--- src/rtl/divider_32bit.sv ---
// Multi-cycle restoring divider for RV32M DIV/DIVU/REM/REMU, one quotient bit per clock.
// Divide-by-zero and signed overflow are resolved at accept and skip the iteration loop.
module divider_32bit #(
    parameter int WIDTH = 32
) (
    input  logic             clk,
    input  logic             reset,
    input  logic             in_valid,
    output logic             in_ready,
    input  logic [WIDTH-1:0] dividend,
    input  logic [WIDTH-1:0] divisor,
    input  logic             is_signed,
    input  logic             want_rem,
    output logic             out_valid,
    input  logic             out_ready,
    output logic [WIDTH-1:0] result
);

    localparam int CW = $clog2(WIDTH + 1);

    typedef enum logic [1:0] {
        S_IDLE,
        S_CALC,
        S_DONE
    } state_t;

    state_t           r_state;
    state_t           w_next_state;
    logic [CW-1:0]    r_count;
    logic [WIDTH-1:0] r_rem;
    logic [WIDTH-1:0] r_quo;
    logic [WIDTH-1:0] r_dvs;
    logic             r_q_neg;
    logic             r_r_neg;
    logic             r_want_rem;
    logic [WIDTH-1:0] r_result;

    logic             w_accept;
    logic             w_div_zero;
    logic             w_overflow;
    logic             w_special;
    logic             w_last;
    logic [WIDTH-1:0] w_dvd_mag;
    logic [WIDTH-1:0] w_dvs_mag;
    logic [WIDTH:0]   w_shift;
    logic [WIDTH:0]   w_diff;
    logic [WIDTH-1:0] w_rem_next;
    logic [WIDTH-1:0] w_quo_next;
    logic [WIDTH-1:0] w_rem_fix;
    logic [WIDTH-1:0] w_quo_fix;

    assign in_ready  = (r_state == S_IDLE);
    assign out_valid = (r_state == S_DONE);
    assign result    = r_result;

    assign w_accept   = in_valid && (r_state == S_IDLE);
    assign w_div_zero = (divisor == '0);
    assign w_overflow = is_signed && (dividend == {1'b1, {(WIDTH-1){1'b0}}}) && (divisor == '1);
    assign w_special  = w_div_zero || w_overflow;
    assign w_last     = (r_count == CW'(WIDTH - 1));

    assign w_dvd_mag = (is_signed && dividend[WIDTH-1]) ? -dividend : dividend;
    assign w_dvs_mag = (is_signed && divisor[WIDTH-1])  ? -divisor  : divisor;

    // Partial remainder is always below the divisor, so the sign bit of a WIDTH+1 bit
    // difference is enough to tell whether the trial subtraction went negative.
    assign w_shift    = {r_rem, r_quo[WIDTH-1]};
    assign w_diff     = w_shift - {1'b0, r_dvs};
    assign w_rem_next = w_diff[WIDTH] ? w_shift[WIDTH-1:0] : w_diff[WIDTH-1:0];
    assign w_quo_next = {r_quo[WIDTH-2:0], ~w_diff[WIDTH]};
    assign w_rem_fix  = r_r_neg ? -w_rem_next : w_rem_next;
    assign w_quo_fix  = r_q_neg ? -w_quo_next : w_quo_next;

    always_ff @(posedge clk) begin
        if (reset) r_state <= S_IDLE;
        else       r_state <= w_next_state;
    end

    // NOTE: next state defaults to the current state so no path leaves it unassigned (no latch).
    always_comb begin
        w_next_state = r_state;
        case (r_state)
            S_IDLE:  if (w_accept) w_next_state = w_special ? S_DONE : S_CALC;
            S_CALC:  if (w_last) w_next_state = S_DONE;
            S_DONE:  if (out_ready) w_next_state = S_IDLE;
            default: w_next_state = S_IDLE;
        endcase
    end

    // NOTE: all state uses non-blocking assignments so every register samples pre-edge values.
    always_ff @(posedge clk) begin
        if (reset) begin
            r_count    <= '0;
            r_rem      <= '0;
            r_quo      <= '0;
            r_dvs      <= '0;
            r_q_neg    <= 1'b0;
            r_r_neg    <= 1'b0;
            r_want_rem <= 1'b0;
            r_result   <= '0;
        end else begin
            case (r_state)
                S_IDLE: begin
                    if (w_accept) begin
                        r_want_rem <= want_rem;
                        r_count    <= '0;
                        if (w_div_zero) begin
                            r_result <= want_rem ? dividend : '1;
                        end else if (w_overflow) begin
                            r_result <= want_rem ? '0 : dividend;
                        end else begin
                            r_rem   <= '0;
                            r_quo   <= w_dvd_mag;
                            r_dvs   <= w_dvs_mag;
                            r_q_neg <= is_signed && (dividend[WIDTH-1] ^ divisor[WIDTH-1]);
                            r_r_neg <= is_signed && dividend[WIDTH-1];
                        end
                    end
                end
                S_CALC: begin
                    r_rem   <= w_rem_next;
                    r_quo   <= w_quo_next;
                    r_count <= r_count + 1'b1;
                    if (w_last) r_result <= r_want_rem ? w_rem_fix : w_quo_fix;
                end
                default: ;
            endcase
        end
    end

endmodule

--- config.mk ---
export PLATFORM = sky130hd
export DESIGN_NAME = divider_32bit
export DESIGN_NICKNAME = d
export VERILOG_FILES = /design/src/rtl/divider_32bit.sv
export SDC_FILE = /design/constraint.sdc
export NUM_CORES = 1
export LEC_CHECK = 0
export ABC_AREA = 1
export CORE_ASPECT_RATIO = 1.2
export CORE_UTILIZATION = 55
export DETAILED_ROUTE_END_ITERATION = 8
export DONT_BUFFER_PORTS = 1
export GPL_ROUTABILITY_DRIVEN = 1
export PLACE_DENSITY_LB_ADDON = 0.3
export SLEW_MARGIN = 20
export SYNTH_ARGS = -nofsm -noshare
export SYNTH_HDL_FRONTEND = slang
export SYNTH_SLANG_ARGS = --single-unit
--- constraint.sdc ---
create_clock -name clk -period 11 [get_ports clk]
set_input_delay 1.65 -clock clk [delete_from_list [all_inputs] [get_ports clk]]
set_output_delay 1.65 -clock clk [all_outputs]
set_load 0.02 [all_outputs]
==> impl_metrics.toml <==
[global_routing]
grt_pass1_wl_mm = 64.44
grt_max_degree = 87
gr-total-overflow = 0
antenna_found_initial = 1
grt_pass1_vias = 12900
track_usage = 0.3399

[route]
totalWireLength_mm = 40.27
wire_per_inst_microns = 16.20
drc = 0
vias_per_cell = 5.778
ant_nets = 0
num_vias = 14370
drtPass1Iterations = 6
drtIter0Drc = 1291

[place]
pre_cts_slack_ps = 5537
portBuffers = 0
dpl.cell_count = 2455
place_congestion = 0.9369
dpl_cell_area_sq_mm = 0.01272
dp_hpwl_mm = 30.22

[run_status]
outcome = "completed"

[cells_and_area]
final_util = 0.5909
fillers = 2328
syn2layout_area_growth_pct = 4.871
drive_gt1_frac = 0.04033
diodes = 0
post-route-cell-area_sq_mm = 0.01331
fin_cells = 2486
fin_nets = 2304

[logic_synthesis]
synth_edf_count = 0
synth_common_cells = "673 x nand2_1, 290 x inv_1, 236 x a21oi_1"
synth_top_area_share = 0.2193
synthArstFlopShare = 0
synthMostInstantiatedCell = "nand2_1"
synth_area_sq_mm = 0.01269
synth.yosys.warnings = 0
ys_seq_area_frac = 0.2193
syn_nets = 2370
synth_cells = 2261
synth-seq-cells = 139
synth_cell_types = 49
synth_ff_type = "dfxtp_1"
synth.area.top_cells = "dfxtp_1 22%, nand2_1 20%, a21oi_1 9.3%, inv_1 8.6%, o21ai_0 7.5%"
yosys.area.top_type = "dfxtp_1"
avgSynthCellArea_sq_um = 5.612

[clock_network]
htree_num_levels = 4
cts_tree = "done"
numCtsBuffers = 17
clkLatencyLatePin_ps = 430
cts_hold_buf = 0
post_cts_buffers = 0
clk_pin_slew_ps = 70
cts.path.max_buffers = 2
ctsResizeCount = 0
clock-sinks = 139
clockRootBuffer = "clkbuf_16"

[setup_path]
start_kind = "input port"
cp.required_ps = 11370
worstPathMaxFanout = 45
worstSetupPathType = "in2reg"
cp-end-kind = "flip-flop"
critical_path_arrival_ps = 5440

[sta]
skew_ps = 10.66
min_period_over_period = 0.4618
fin_crit_ps = 5079
worst_slew_pin_slew_ps = 1133
tns_ps = 0
final_hold_viol_count = 0
fmax_ghz = 0.1969
slew_headroom = 0.2379
setup_slack_ps = 5921
whs_ps = 475.1
slew_violations = 0
finalSetupViolations = 0
grt_setup_unrepaired = "no"

[floorplan]
num_io_pins = 104
start_util = 0.5634
num_rows = 60
die-area_sq_mm = 0.02369
core_area_sq_mm = 0.02252
die_w_microns = 140.7
die_h_microns = 168.4

[power]
p_leak_nw = 6.308
power.total_mw = 2.653
ir_drop_mv = 0.1264
powerDensity_mw_per_mm2 = 199.3

[job]
cap_violations = 0

[worst_hold_path]
min_path_type = "reg2reg"
==> logic make-up after synthesis <==
| group | share of synthesized area |
|---|---|
| AO/OA/AOI/OAI | 0.2099 |
| XOR/XNOR | 0.03934 |
| adder cells (fa/ha/maj) | 0.03905 |
| buffers and inverters | 0.1192 |
| flip-flops | 0.2193 |
| AND/OR/NAND/NOR | 0.3732 |
==> registers in the layout, summed over array words and instances, names as in the netlist <==
signal	flops
result	32
r_quo	32
r_state	2
r_want_rem	1
r_q_neg	1
r_r_neg	1
r_rem	32
r_dvs	32
r_count	6
==> cells in the final DEF (no fill, tap or decap), types with 6 or more instances in the layout <==
master / Yosys / layout
inv_1: 290 / 288
o21ai_1: 15 / 15
a211oi_1: 10 / 10
nor2_1: 207 / 206
xnor2_1: 21 / 21
nand4_1: 30 / 30
ha_1: 38 / 38
nand3_1: 133 / 133
nor3_1: 37 / 37
dfxtp_1: 139 / 139
a31oi_1: 21 / 21
a21oi_1: 236 / 235
xor2_1: 36 / 36
nor4_1: 10 / 10
clkbuf_16: 0 / 17
o22ai_1: 6 / 6
buf_4: 3 / 11
nand2_2: 15 / 17
o21ai_0: 191 / 191
nand2_1: 673 / 671
==> final timing paths <==
path	startpoint	end	slack, ps	cells after the start
setup reg to reg	r_quo[31]	result[26]	5990	31
setup / recovery	dividend[24]	r_quo[25]	5920	13
hold reg to reg	r_dvs[31]	r_dvs[31]	480	2
hold / removal	r_dvs[31]	r_dvs[31]	480	2
==> per-layer routing <==
metal	wire length (microns)	global-route usage	part of all wire
met5	15	0	0.00037
met4	1313	0.1248	0.033
met3	2809	0.04721	0.070
met1	16700	0.4209	0.41
met2	19430	0.5959	0.48
==> cell type report <==
cell class	instances	area, sq um	share of cell area
inverters	293	1100	0.08264
clock inverters	13	143.9	0.01081
multi-input cells	1733	8411	0.6320
flip-flops and latches	139	2783	0.2091
clock buffers	18	439.2	0.03300
well taps	279	349.1	0.02623
repair buffers	11	82.58	0.006205
==> worst max-delay path: stages <==
cell	delay (ps)
nor2_1	120
inv_1	70
nor3_1	290
nand4_1	280
nor4_1	980
nand4_1	160
nand2_1	280
a21oi_2	80
buf_4	260
clkinv_1	340
buf_4	490
o21ai_0	200
a21oi_1	160
==> power breakdown <==
part	total [mW]	switching [mW]	internal, mW
combinational	1.45	1.01	0.440
clock	0.584	0.243	0.340
sequential	0.622	0.0640	0.558
Power figures use the tool's default switching activity.
